[src/rtl/aes256_pkg.sv]
// Shared widths and FSM state encoding for the AES-256 load sequencer.
package aes256_pkg;
  localparam int AES_KEY_W     = 256;
  localparam int AES_BLK_W     = 128;
  localparam int AES_BYTE_W    = 8;
  localparam int AES_NUM_BYTES = 16;

  typedef enum logic [2:0] {
    IDLE,
    KEY_START,
    KEY_WAIT,
    READY,
    REQ,
    WAIT_BYTE,
    OUT_HOLD,
    ERR
  } ctrl_state_t;

  // States in which the controller will accept a new key.
  function automatic logic key_accept_state(ctrl_state_t s);
    return (s == IDLE) || (s == READY) || (s == ERR);
  endfunction
endpackage

[src/rtl/aes256_load_ctrl_if.sv]
// Host-side key / plaintext / ciphertext ready-valid bundle.
interface aes256_load_ctrl_if;
  import aes256_pkg::*;

  logic                 key_valid;
  logic                 key_ready;
  logic [AES_KEY_W-1:0] key_in;
  logic                 blk_in_valid;
  logic                 blk_in_ready;
  logic [AES_BLK_W-1:0] blk_in;
  logic                 blk_out_valid;
  logic                 blk_out_ready;
  logic [AES_BLK_W-1:0] blk_out;

  modport master (
    output key_valid, key_in, blk_in_valid, blk_in, blk_out_ready,
    input  key_ready, blk_in_ready, blk_out_valid, blk_out
  );

  modport slave (
    input  key_valid, key_in, blk_in_valid, blk_in, blk_out_ready,
    output key_ready, blk_in_ready, blk_out_valid, blk_out
  );
endinterface

[src/rtl/aes256_byte_collector.sv]
// Byte counter plus per-slot assembly register; byte 0 lands in the top byte.
// word already reflects the byte being loaded this cycle, so the final word can be captured on the last load.
module aes256_byte_collector
  import aes256_pkg::*;
#(
  parameter int NUM_BYTES = AES_NUM_BYTES
) (
  input  logic                            clk,
  input  logic                            rst_n,
  input  logic                            clear,
  input  logic                            load_byte,
  input  logic [AES_BYTE_W-1:0]           byte_in,
  output logic                            done,
  output logic [NUM_BYTES*AES_BYTE_W-1:0] word
);
  localparam int CNT_W = $clog2(NUM_BYTES);

  logic [CNT_W-1:0] cnt_reg;

  always_ff @(posedge clk or negedge rst_n) begin
    if (!rst_n)         cnt_reg <= '0;
    else if (clear)     cnt_reg <= '0;
    else if (load_byte) cnt_reg <= cnt_reg + 1'b1;
  end

  assign done = (cnt_reg == CNT_W'(NUM_BYTES - 1));

  for (genvar gi = 0; gi < NUM_BYTES; gi++) begin : g_slot
    logic [AES_BYTE_W-1:0] slot_reg;
    logic                  hit;

    assign hit = load_byte && (cnt_reg == CNT_W'(gi));

    always_ff @(posedge clk or negedge rst_n) begin
      if (!rst_n)   slot_reg <= '0;
      else if (hit) slot_reg <= byte_in;
    end

    assign word[(NUM_BYTES-1-gi)*AES_BYTE_W +: AES_BYTE_W] = hit ? byte_in : slot_reg;
  end
endmodule

[src/rtl/aes256_load_ctrl.sv]
// Sequencer for the byte-serial AES-256 core: key expansion, 16 byte requests per block,
// ciphertext assembly, and a response watchdog that parks the FSM in ERR.
module aes256_load_ctrl
  import aes256_pkg::*;
#(
  parameter int NUM_BYTES   = 16,
  parameter int TIMEOUT_CYC = 1024,
  parameter int TO_W        = $clog2(TIMEOUT_CYC + 1)
) (
  input  logic                  clk,
  input  logic                  rst_n,
  aes256_load_ctrl_if.slave     host,
  output logic                  busy,
  output logic                  timeout_err,
  output logic                  core_key_expand_start,
  output logic [AES_KEY_W-1:0]  core_master_key,
  input  logic                  core_key_ready,
  output logic                  core_next_val_req,
  output logic [AES_BLK_W-1:0]  core_data_in,
  input  logic                  core_next_val_ready,
  input  logic [AES_BYTE_W-1:0] core_data_out
);
  ctrl_state_t          state_reg, state_next;
  logic [TO_W-1:0]      wd_reg;
  logic                 key_ready_reg, blk_in_ready_reg, blk_out_valid_reg;
  logic                 busy_reg, err_reg, start_reg, req_reg;
  logic [AES_BLK_W-1:0] blk_out_reg, data_in_reg;
  logic [AES_KEY_W-1:0] key_reg;
  logic                 key_fire, blk_fire, byte_fire, wd_expired;
  logic                 col_done;
  logic [AES_BLK_W-1:0] col_word;

  // A pending key offer masks the block handshake so the key always wins.
  assign host.blk_in_ready = blk_in_ready_reg && !host.key_valid;
  assign key_fire   = host.key_valid && key_ready_reg;
  assign blk_fire   = host.blk_in_valid && host.blk_in_ready;
  assign byte_fire  = (state_reg == WAIT_BYTE) && core_next_val_ready;
  assign wd_expired = (wd_reg == TO_W'(TIMEOUT_CYC));

  aes256_byte_collector #(.NUM_BYTES(NUM_BYTES)) u_collector (
    .clk       (clk),
    .rst_n     (rst_n),
    .clear     (blk_fire),
    .load_byte (byte_fire),
    .byte_in   (core_data_out),
    .done      (col_done),
    .word      (col_word)
  );

  always_comb begin
    state_next = state_reg;
    case (state_reg)
      IDLE, ERR: if (key_fire) state_next = KEY_START;
      KEY_START: state_next = KEY_WAIT;
      KEY_WAIT: begin
        if (core_key_ready)  state_next = READY;
        else if (wd_expired) state_next = ERR;
      end
      READY: begin
        if (key_fire)      state_next = KEY_START;
        else if (blk_fire) state_next = REQ;
      end
      REQ: state_next = WAIT_BYTE;
      WAIT_BYTE: begin
        if (core_next_val_ready) state_next = col_done ? OUT_HOLD : REQ;
        else if (wd_expired)     state_next = ERR;
      end
      OUT_HOLD: if (host.blk_out_ready) state_next = READY;
      default: state_next = IDLE;
    endcase
  end

  // Every output is registered from the destination state so it lines up with state_reg.
  always_ff @(posedge clk or negedge rst_n) begin
    if (!rst_n) begin
      state_reg         <= IDLE;
      wd_reg            <= '0;
      key_ready_reg     <= 1'b0;
      blk_in_ready_reg  <= 1'b0;
      blk_out_valid_reg <= 1'b0;
      busy_reg          <= 1'b0;
      err_reg           <= 1'b0;
      start_reg         <= 1'b0;
      req_reg           <= 1'b0;
      blk_out_reg       <= '0;
      data_in_reg       <= '0;
      key_reg           <= '0;
    end else begin
      state_reg         <= state_next;
      key_ready_reg     <= key_accept_state(state_next);
      blk_in_ready_reg  <= (state_next == READY);
      blk_out_valid_reg <= (state_next == OUT_HOLD);
      busy_reg          <= !key_accept_state(state_next);
      start_reg         <= (state_next == KEY_START);
      req_reg           <= (state_next == REQ);

      if (state_next != state_reg)
        wd_reg <= '0;
      else if (((state_reg == KEY_WAIT) || (state_reg == WAIT_BYTE)) && !wd_expired)
        wd_reg <= wd_reg + 1'b1;

      if (key_fire) begin
        key_reg <= host.key_in;
        err_reg <= 1'b0;
      end else if ((state_next == ERR) && (state_reg != ERR)) begin
        err_reg <= 1'b1;
      end

      if (blk_fire) data_in_reg <= host.blk_in;
      if (byte_fire && col_done) blk_out_reg <= col_word;
    end
  end

  assign host.key_ready     = key_ready_reg;
  assign host.blk_out_valid = blk_out_valid_reg;
  assign host.blk_out       = blk_out_reg;
  assign busy                  = busy_reg;
  assign timeout_err           = err_reg;
  assign core_key_expand_start = start_reg;
  assign core_next_val_req     = req_reg;
  assign core_master_key       = key_reg;
  assign core_data_in          = data_in_reg;
endmodule
[src/flat_wrapper.sv]
// flat-port wrapper written by rule: the top's interface ports become plain ports
module aes256_load_ctrl_flat import aes256_pkg::*;
#(
  parameter int NUM_BYTES   = 16,
  parameter int TIMEOUT_CYC = 1024,
  parameter int TO_W        = $clog2(TIMEOUT_CYC + 1)
)
  (clk, rst_n, busy, timeout_err, core_key_expand_start, core_master_key, core_key_ready, core_next_val_req, core_data_in, core_next_val_ready, core_data_out, host_key_valid, host_key_in, host_blk_in_valid, host_blk_in, host_blk_out_ready, host_key_ready, host_blk_in_ready, host_blk_out_valid, host_blk_out);
  aes256_load_ctrl_if host_i ();
  input  logic clk;
  input  logic rst_n;
  output logic busy;
  output logic timeout_err;
  output logic core_key_expand_start;
  output logic [AES_KEY_W-1:0] core_master_key;
  input  logic core_key_ready;
  output logic core_next_val_req;
  output logic [AES_BLK_W-1:0] core_data_in;
  input  logic core_next_val_ready;
  input  logic [AES_BYTE_W-1:0] core_data_out;
  input wire logic [$bits(host_i.key_valid)-1:0] host_key_valid;
  input wire logic [$bits(host_i.key_in)-1:0] host_key_in;
  input wire logic [$bits(host_i.blk_in_valid)-1:0] host_blk_in_valid;
  input wire logic [$bits(host_i.blk_in)-1:0] host_blk_in;
  input wire logic [$bits(host_i.blk_out_ready)-1:0] host_blk_out_ready;
  output wire logic [$bits(host_i.key_ready)-1:0] host_key_ready;
  output wire logic [$bits(host_i.blk_in_ready)-1:0] host_blk_in_ready;
  output wire logic [$bits(host_i.blk_out_valid)-1:0] host_blk_out_valid;
  output wire logic [$bits(host_i.blk_out)-1:0] host_blk_out;
  assign host_i.key_valid = host_key_valid;
  assign host_i.key_in = host_key_in;
  assign host_i.blk_in_valid = host_blk_in_valid;
  assign host_i.blk_in = host_blk_in;
  assign host_i.blk_out_ready = host_blk_out_ready;
  assign host_key_ready = host_i.key_ready;
  assign host_blk_in_ready = host_i.blk_in_ready;
  assign host_blk_out_valid = host_i.blk_out_valid;
  assign host_blk_out = host_i.blk_out;
  aes256_load_ctrl #(.NUM_BYTES(NUM_BYTES), .TIMEOUT_CYC(TIMEOUT_CYC), .TO_W(TO_W)) u_core (.clk(clk), .rst_n(rst_n), .host(host_i), .busy(busy), .timeout_err(timeout_err), .core_key_expand_start(core_key_expand_start), .core_master_key(core_master_key), .core_key_ready(core_key_ready), .core_next_val_req(core_next_val_req), .core_data_in(core_data_in), .core_next_val_ready(core_next_val_ready), .core_data_out(core_data_out));
endmodule
[config.mk]
export PLATFORM = sky130hd
export DESIGN_NAME = aes256_load_ctrl_flat
export DESIGN_NICKNAME = d
export VERILOG_FILES = /design/src/rtl/aes256_pkg.sv /design/src/rtl/aes256_load_ctrl_if.sv /design/src/rtl/aes256_byte_collector.sv /design/src/rtl/aes256_load_ctrl.sv /design/src/flat_wrapper.sv
export SDC_FILE = /design/constraint.sdc
export NUM_CORES = 1
export LEC_CHECK = 0
export ABC_AREA = 1
export BUFFER_PORTS_ARGS = -buffer_cell sky130_fd_sc_hd__buf_2
export CAP_MARGIN = 20
export CELL_PAD_IN_SITES_DETAIL_PLACEMENT = 0
export CELL_PAD_IN_SITES_GLOBAL_PLACEMENT = 2
export CORE_AREA = 2 2 355 357
export DETAILED_ROUTE_END_ITERATION = 10
export DIE_AREA = 0 0 357 359
export GPL_TIMING_DRIVEN = 1
export HOLD_SLACK_MARGIN = 0.08
export PLACE_DENSITY = 0.62
export RECOVER_POWER = 100
export SYNTH_ARGS = -nofsm -noshare
export SYNTH_HDL_FRONTEND = slang
export SYNTH_SLANG_ARGS = --single-unit
[constraint.sdc]
create_clock -name clk -period 3.8 [get_ports clk]
set_clock_uncertainty 0.05 [all_clocks]
set_input_delay 0 -clock clk [delete_from_list [all_inputs] [get_ports clk]]
set_output_delay 0 -clock clk [all_outputs]
set_load 0.05 [all_outputs]
==> summary.txt <==
outcome -> finished with violations
failing checks -> max-capacitance violations, max-slew violations
max FFs per register -> 256
post-synthesis average cell area -> 8.94 um^2
WL/cell -> 18.6 um
vias per cell -> 3.95
crit path capture type -> flop
Mapped Area -> 25,300 um^2
First-pass DRT Iterations -> 5
Antenna Nets Post-Route -> 0
antenna violations before repair -> 40
DIE WIDTH -> 357 um
min-delay worst type -> input port to flop
worst-margin pin slew -> 2.92 ns
Residual DRC -> 0
Yosys cell types -> 34
Max Cap Violations -> 2
Initial Util -> 20.3%
Worst Path Required -> 4.25 ns
initial DRC count -> 1,348
Max Root-Sink Buffers -> 3
Pwr Density -> 793 nW/um^2
CTS Root Cell -> clkbuf_16
largest net degree at the start of global routing -> 154
Detailed Route WL -> 119,000 um
Final Cell Area -> 43,400 um^2
CP Launch Point -> u_core.state_reg[1]
Final HPWL DP -> 83,500 um
YS warnings -> 0
NumNets Final -> 5,081
vias in the first global route -> 26,700
Crit path buffers/inverters -> 3
startpoint types -> flop
Post-DP Area -> 31,700 um^2
CP arrival -> 3.41 ns
Tot GR Track Use -> 18.5%
critical path class -> flop to flop
Synth Net Count -> 3,232
Max stage delay cell, worst path -> inv_4
relative slew slack -> -94.6%
Yosys reg bits -> 657
core box area -> 125,000 um^2
most used cell, CP -> nor2_4
Setup violations, final -> 0
Seq/Total Area, Yosys -> 65.0%
Die ar. -> 128,000 um^2
Top Family by Delay on Critical Path -> buffers and inverters
ys flop type -> dfrtp_1
Fill cells -> 13,200
Area growth, synth to finish -> 71.5%
row count -> 130
Worst Hold Launch -> host_key_in[45]
Final period util -> 78.0%
ratio of cells with drive above 1 in the final layout -> 11.7%
H-tree depth -> 3
clk sinks -> 657
leakage power -> 21.1 nW
setup TNS -> 0 ns
Fmax -> 338 MHz
gr ovfl total -> 0
TritonCTS Buffers -> 84
Post-synth EDFFs -> 0
Cells after Synth -> 2,827
Worst VDD drop -> 536 uV
Reg clk slew, reported paths -> 0.06 ns
CP max FO -> 153
CP cell instances -> inv_1 > nand3_1 > nor2_4 > nand2_1 > nor2_4 > inv_4 > buf_12 > o21ai_0
Die Height -> 359 um
routed vias -> 25,300
first-pass GRT wire length -> 177,000 um
fin crit period -> 2.96 ns
final hold violations -> 0
reg-to-reg critical path startpoint -> u_core.state_reg[1]
Post-synth ARST share -> 100%
I/O Pins -> 918
Port Buffers -> 917
unrepaired setup endpoints after global routing -> no
Slew Viols, Final -> 142
Largest stage delay, worst path -> 0.92 ns
clk_lat worst skew -> 0.64 ns
TritonCTS clock tree -> yes
GP Congestion -> 0.874
==> final timing paths <==
path	end	slack, ns	depth (start not counted)
worst max register to register	u_core.host.blk_out[121]	0.84	8
worst min-delay path	u_core.core_master_key[45]	0.13	4
worst min register to register	u_core.core_data_in[68]	0.43	2
worst max-delay path	u_core.host.blk_out[121]	0.84	8
max in group asynchronous	u_core.host.blk_out[65]	1.08	3
min in group asynchronous	u_core.core_data_in[0]	1.85	3
==> power by group <==
group          internal, mW  switching [mW]
sequential             9.41            1.30
clock                  4.73            3.25
combinational          3.69            12.0
==> timing repair <==
item | CTS | global route
endpoints found under the hold margin | 1136 | 0
setup endpoints to repair | 0 | 0
hold buffers | 956 | 0
setup buffers | 0 | 0
resized for setup | 0 | 0
==> logic make-up (layout without fill, tap and decap cells) <==
group	Yosys count	after routing	share of synthesized area (%)
XOR/XNOR	7	7	0.242
buffers and inverters	353	2258	5.72
adder cells (fa/ha/maj)	6	6	0.297
AND/OR/NAND/NOR	1544	1544	23.5
flip-flops	657	657	65.0
AO/OA/AOI/OAI	260	260	5.22
other	0	26	0
==> routing by layer <==
| metal | GRT usage, % | part of all wire [%] | up-vias |
|---|---|---|---|
| li1 | - | - | 12300 |
| met2 | 30.9 | 48 | 738 |
| met1 | 22.0 | 40 | 12000 |
| met4 | 7.74 | 4.6 | 4 |
| met3 | 5.45 | 7.5 | 257 |
| met5 | 0 | 0.022 | - |
==> placed cells by master (no fill, tap or decap), types with 2 or more instances in the layout <==
cell type / n
clkinv_8: 2
diode_2: 26
nor3_2: 2
buf_12: 14
dlygate4sd3_1: 955
a21oi_1: 22
o21ai_0: 229
ha_1: 6
nor3_1: 5
buf_4: 3
bufinv_16: 4
clkbuf_16: 86
inv_2: 2
clkinv_4: 2
buf_2: 397
xor2_1: 6
inv_1: 208
inv_4: 2
o21a_1: 2
nor2_4: 3
clkbuf_8: 16
clkinv_2: 7
nor2_1: 54
nand3_1: 29
dfrtp_1: 657
o22ai_1: 2
clkinvlp_4: 4
o31ai_1: 2
nand4_1: 5
nand2_1: 1441
clkbuf_1: 549
==> cell type report <==
type	instances	area, um^2	area share (%)
antenna	26	65.1	0.150
tap	1650	2060	4.76
timing repair buffer	1902	13900	32.0
sequential	657	16400	37.9
inverter	214	816	1.88
clock buffer	121	2440	5.64
clock inverter	21	274	0.632
multi-input combinational	1817	7380	17.0
==> synthesized netlist by cell type (3+ instances only) <==
| cell type | instances | share of area [%] |
|---|---|---|
| a21oi_1 | 22 | 0.44 |
| buf_1 | 6 | 0.089 |
| buf_2 | 13 | 0.26 |
| buf_6 | 13 | 0.58 |
| clkbuf_1 | 105 | 1.6 |
| dfrtp_1 | 657 | 65 |
| ha_1 | 6 | 0.30 |
| inv_1 | 209 | 3.1 |
| inv_2 | 3 | 0.045 |
| nand2_1 | 1441 | 21 |
| nand3_1 | 27 | 0.53 |
| nand4_1 | 5 | 0.12 |
| nor2_1 | 53 | 0.79 |
| nor2_4 | 3 | 0.13 |
| nor3_1 | 4 | 0.079 |
| nor3_2 | 3 | 0.12 |
| o21ai_0 | 217 | 4.3 |
| o21ai_1 | 13 | 0.26 |
| xor2_1 | 6 | 0.21 |
==> per-stage QoR <==
step | power (mW) | hold slack (ns) | utilization (%) | cells | worst slack, ns
after global placement | 25.4 | 0.0970 | 25.5 | 5284 | 1.13
final | 34.4 | 0.130 | 34.8 | 6408 | 0.837
after detailed placement | 25.4 | 0.114 | 25.5 | 5284 | 1.04
after floorplan | 20.8 | -0.346 | - | 2827 | 1.95
after CTS | 35.3 | 0.0803 | 35.4 | 6382 | 0.963
after global routing | 36.4 | 0.0862 | 34.8 | 6403 | 0.456
==> tightest hold or removal path: stages <==
cell and delay, ns:
dlygate4sd3_1 0.57, buf_2 0.12, nand2_1 0.04, nand2_1 0.04
Note: power is estimated with default switching activity, not from simulation.
